`src/rtl/game_pkg.sv`:
```
// Shared types and widths for the whack-a-mole round controller.
package game_pkg;

  localparam int TIME_W  = 6;
  localparam int SCORE_W = 8;

  localparam logic [SCORE_W-1:0] SCORE_MAX = '1;

  typedef enum logic [1:0] {
    ST_IDLE  = 2'd0,
    ST_READY = 2'd1,
    ST_PLAY  = 2'd2,
    ST_OVER  = 2'd3
  } game_state_e;

endpackage

```
`src/rtl/phase_down_counter.sv`:
```
// Loadable seconds counter; decrements on en and stops at zero.
module phase_down_counter
  import game_pkg::*;
(
  input  logic              clk_in,
  input  logic              rst_n,
  input  logic              load,
  input  logic [TIME_W-1:0] load_value,
  input  logic              en,
  output logic [TIME_W-1:0] count,
  output logic              zero,
  output logic              one
);

  always_ff @(posedge clk_in or negedge rst_n) begin
    if (!rst_n) begin
      count <= '0;
    end else if (load) begin
      count <= load_value;
    end else if (en && (count != '0)) begin
      count <= count - 1'b1;
    end
  end

  assign zero = (count == '0);
  assign one  = (count == TIME_W'(1));

endmodule

```
`src/rtl/game_round_ctrl.sv`:
```
// Round sequencer IDLE -> READY -> PLAY -> OVER with score keeping.
// Optional pause input is enabled by defining GAME_PAUSE_EN.
module game_round_ctrl
  import game_pkg::*;
#(
  parameter int ROUND_SECONDS = 30,
  parameter int READY_SECONDS = 3
) (
  input  logic               clk_in,
  input  logic               rst_n,
  input  logic               tick_1hz,
  input  logic               start_btn,
  input  logic               hit,
`ifdef GAME_PAUSE_EN
  input  logic               pause,
`endif
  output logic [1:0]         state,
  output logic [TIME_W-1:0]  time_left,
  output logic [SCORE_W-1:0] score,
  output logic               mole_en,
  output logic               round_done
);

  localparam logic [TIME_W-1:0] READY_T = TIME_W'(READY_SECONDS);
  localparam logic [TIME_W-1:0] ROUND_T = TIME_W'(ROUND_SECONDS);

  logic pause_i;
`ifdef GAME_PAUSE_EN
  assign pause_i = pause;
`else
  assign pause_i = 1'b0;
`endif

  game_state_e       state_q, state_d;
  logic              cnt_load, cnt_en, cnt_zero, cnt_one;
  logic [TIME_W-1:0] cnt_load_value;
  logic              score_clr, score_inc;
  logic              phase_tick;

  // A paused phase sees no time passing.
  assign phase_tick = tick_1hz && !pause_i;

  phase_down_counter u_counter (
    .clk_in     (clk_in),
    .rst_n      (rst_n),
    .load       (cnt_load),
    .load_value (cnt_load_value),
    .en         (cnt_en),
    .count      (time_left),
    .zero       (cnt_zero),
    .one        (cnt_one)
  );

  always_comb begin
    state_d        = state_q;
    cnt_load       = 1'b0;
    cnt_load_value = '0;
    cnt_en         = 1'b0;
    score_clr      = 1'b0;
    // Hit is evaluated from the current state, so it wins over the final tick.
    score_inc      = (state_q == ST_PLAY) && !pause_i && hit && (score != SCORE_MAX);
    case (state_q)
      ST_IDLE, ST_OVER: begin
        if (start_btn) begin
          state_d        = ST_READY;
          cnt_load       = 1'b1;
          cnt_load_value = READY_T;
          score_clr      = 1'b1;
        end
      end
      ST_READY: begin
        if (phase_tick) begin
          if (cnt_one || cnt_zero) begin
            state_d        = ST_PLAY;
            cnt_load       = 1'b1;
            cnt_load_value = ROUND_T;
          end else begin
            cnt_en = 1'b1;
          end
        end
      end
      ST_PLAY: begin
        if (phase_tick && !cnt_zero) begin
          cnt_en = 1'b1;
          if (cnt_one) begin
            state_d = ST_OVER;
          end
        end
      end
      default: state_d = ST_IDLE;
    endcase
  end

  always_ff @(posedge clk_in or negedge rst_n) begin
    if (!rst_n) begin
      state_q    <= ST_IDLE;
      score      <= '0;
      mole_en    <= 1'b0;
      round_done <= 1'b0;
    end else begin
      state_q    <= state_d;
      mole_en    <= (state_d == ST_PLAY) && !pause_i;
      round_done <= (state_q == ST_PLAY) && (state_d == ST_OVER);
      if (score_clr) begin
        score <= '0;
      end else if (score_inc) begin
        score <= score + 1'b1;
      end
    end
  end

  assign state = state_q;

endmodule

```
`config.mk`:
```
export PLATFORM = sky130hd
export DESIGN_NAME = game_round_ctrl
export DESIGN_NICKNAME = d
export VERILOG_FILES = /design/src/rtl/game_pkg.sv /design/src/rtl/phase_down_counter.sv /design/src/rtl/game_round_ctrl.sv
export SDC_FILE = /design/constraint.sdc
export NUM_CORES = 1
export LEC_CHECK = 0
export ABC_AREA = 1
export CORE_UTILIZATION = 24
export DETAILED_ROUTE_END_ITERATION = 7
export GPL_ROUTABILITY_DRIVEN = 0
export PLACE_DENSITY_LB_ADDON = 0.1
export RECOVER_POWER = 25
export SYNTH_ARGS = -nofsm -noshare
export SYNTH_HDL_FRONTEND = slang
export SYNTH_SLANG_ARGS = --single-unit
export TNS_END_PERCENT = 30
```
`constraint.sdc`:
```
create_clock -name clk_in -period 4.25 [get_ports clk_in]
set_input_delay 0.85 -clock clk_in [delete_from_list [all_inputs] [get_ports clk_in]]
set_output_delay 0.85 -clock clk_in [all_outputs]
set_load 0.01 [all_outputs]
```
==> impl_metrics.ini <==
[placed_design]
io_buffers = 22
dp_cells = 247
dpl.hpwl_um = 2107

[synth]
seq_area_frac_synth_pct = 37.54
syn-num-nets = 169
synthTopCellsByArea = dfrtp_1 (38%), nand2_1 (14%), nand3_1 (8.3%)
synth_top_area_share_pct = 37.54
synth_seq_cells = 18
netlist-cell-type-count = 22
ys_warn_count = 0
synth_area_leader_cell = dfrtp_1
synthCells = 158
syn_area_sq_um = 1200
avgSynthCellArea_sq_um = 7.594

[layout]
fin_nets = 196
diodes = 0
syn_to_final_growth_pct = 29.30
layout_commonest_cell = nand2_1
final_cells = 251
n_fill_cell = 523
drive_above_1_share_pct = 10.87
final_cell_mix = nand2_1 (45), nand3_1 (20), inv_1 (19), clkdlybuf4s50_1 (19), dfrtp_1 (18)
final_util_pct = 32.63

[global_routing]
grt_pass1_vias = 1058
antenna_found_initial = 0
grt_pass1_wl_um = 4609
grt_overflow = 0
track_usage_pct = 11.35
grt_max_degree = 19

[sta]
worst_hold_slack_ns = 0.5609
setup_tns_ns = 0
rsz0062_at_grt = false
hold_violations = 0
fmax_ghz = 0.4612
slew_headroom_pct = 37.62
slew_violations = 0
worst-slew-pin-transition_ns = 0.9326
post-route-period-util_pct = 51.01
skew_ns = 0.003673
setup_viol = 0
fin_crit_ns = 2.168

[clock_tree]
cts_setup_buffers = 0
cts_hold_buf = 0
cts_resized = 0
clk_latency_ns = 0.25
cts_tree = done
cts_sinks = 18
cts-root-buf = clkbuf_8
cts_made_buffers = 3
htree_levels = 1
clkSlewWorstSetupHoldPaths_ns = 0.08
cts_buffer_depth = 2

[routing]
drc_errors = 0
dr.pass1.iters = 4
vias = 1057
wl_per_cell_um = 10.97
vias_per_cell = 4.211
drtIter0Drc = 47
antenna_left = 0
drt-total-wl_um = 2754

[power_and_ir_drop]
power_frac_clock_pct = 16.1
power_mw = 0.8958
p_leak_nw = 0.7582
p_int_mw = 0.4890
p_sw_share_pct = 45.41
p_per_area_nw_per_um2 = 577.4
vdd_ir_drop_max_mv = 0.1794
seq_power_share_pct = 29.0
netSwitchingPower_mw = 0.4068
combPwrFrac_pct = 54.9

[floorplan]
die_area_sq_um = 5286
initial_utilization_pct = 25.24
die_h_um = 72.71
die_w_um = 72.71
rows = 25
boundaryPins = 23
core-area_sq_um = 4755

[worst_setup_path]
max_stage_delay_ns = 0.58
cp_slowest_cell = clkdlybuf4s50_1
crit_buf_inv = 1
cp-start-kind = flip-flop
crit_chain = clkdlybuf4s50_1
path_class = flip-flop to output port
cp_data_arrival_time_ns = 1.32
required_ns = 3.40
cpLargestDelayFamily = buffers and inverters
crit_fanout = 7
crit_path_end_kind = output port

[job]
max_cap_violations = 0

[run_status]
status = completed

[worst_hold_path]
worstHoldPathType = flip-flop to flip-flop
-- sequential cells by signal (all words and copies together) (netlist names) --
signal / cells
score: 8
u_counter.count: 6
state: 2
mole_en: 1
round_done: 1
-- stage by stage --
step,cell area (sq um),setup WS (ns)
global placement,1504,1.946
floorplan,1200,2.588
detailed placement,1504,1.870
finish,1551,2.082
global route,1551,2.029
CTS,1559,2.065
-- logic make-up (layout without fill, tap and decap cells) --
family | Yosys count | after routing | share of synthesized area [%]
and+or+nand+nor | 97 | 97 | 39.94
buffers and inverters | 20 | 46 | 6.256
DFF | 18 | 18 | 37.54
AOI/OAI and AO/OA | 9 | 9 | 4.171
xor gates and xnor gates | 8 | 8 | 5.839
adders and majority gates | 6 | 6 | 6.256
-- routing by layer --
metal  GRT usage (%)  up-vias  routed length (um)
li1                -      553                   -
met1           13.11      487                1268
met2           20.25       15                1380
met3           2.072        2                  78
met4           5.229        0                  25
met5               0        -                   0
-- layout make-up --
class	count	area [sq um]	area share [%]
repair buffers	22	220.2	14.19
clock buffers	4	55.05	3.548
flip-flops and latches	18	450.4	29.03
inverters	20	75.07	4.839
multi-input cells	120	666.9	42.98
well taps	67	83.83	5.403
-- power groups by stage --
stage               Clock [mW]  Sequential, mW  Combinational, mW
floorplan                    0           0.270              0.329
finish                   0.144           0.260              0.492
CTS                      0.153           0.260              0.500
detailed placement           0           0.262              0.499
global placement             0           0.267              0.496
global route             0.158           0.266              0.553
-- tightest hold or removal path, delay by kind of cell, from the launching register on --
family | cells | cell delay, ns
flip-flops | 1 | 0.41
AND/OR/NAND/NOR | 2 | 0.12
-- Yosys cell counts --
cell type,number
or2_2,2
nand2_2,2
nor2_4,2
nor2_2,5
o21ai_1,1
dfrtp_1,18
o21ai_0,6
o211ai_1,1
ha_1,6
xnor2_1,4
o21bai_1,1
inv_2,1
nand2_4,2
nand3_1,20
nor2_8,1
xor2_1,4
nor3_1,1
nand4_1,3
nand2_1,45
inv_1,19
nor2_1,12
nand3_2,2
-- path summary, 6_finish.rpt --
| kind | depth (start not counted) | startpoint | slack (ns) | to |
|---|---|---|---|---|
| max in group asynchronous | 1 | rst_n | 2.50 | score[7]$_DFFE_PN0P_ |
| max reg2reg | 8 | state[0]$_DFF_PN0_ | 2.36 | u_counter.count[0]$_DFFE_PN0P_ |
| min | 2 | score[1]$_DFFE_PN0P_ | 0.56 | score[1]$_DFFE_PN0P_ |
| min reg2reg | 2 | score[1]$_DFFE_PN0P_ | 0.56 | score[1]$_DFFE_PN0P_ |
| max | 1 | score[2]$_DFFE_PN0P_ | 2.08 | score[2] |
| min in group asynchronous | 1 | rst_n | 1.18 | score[5]$_DFFE_PN0P_ |
Power figures use the tool's default switching activity.
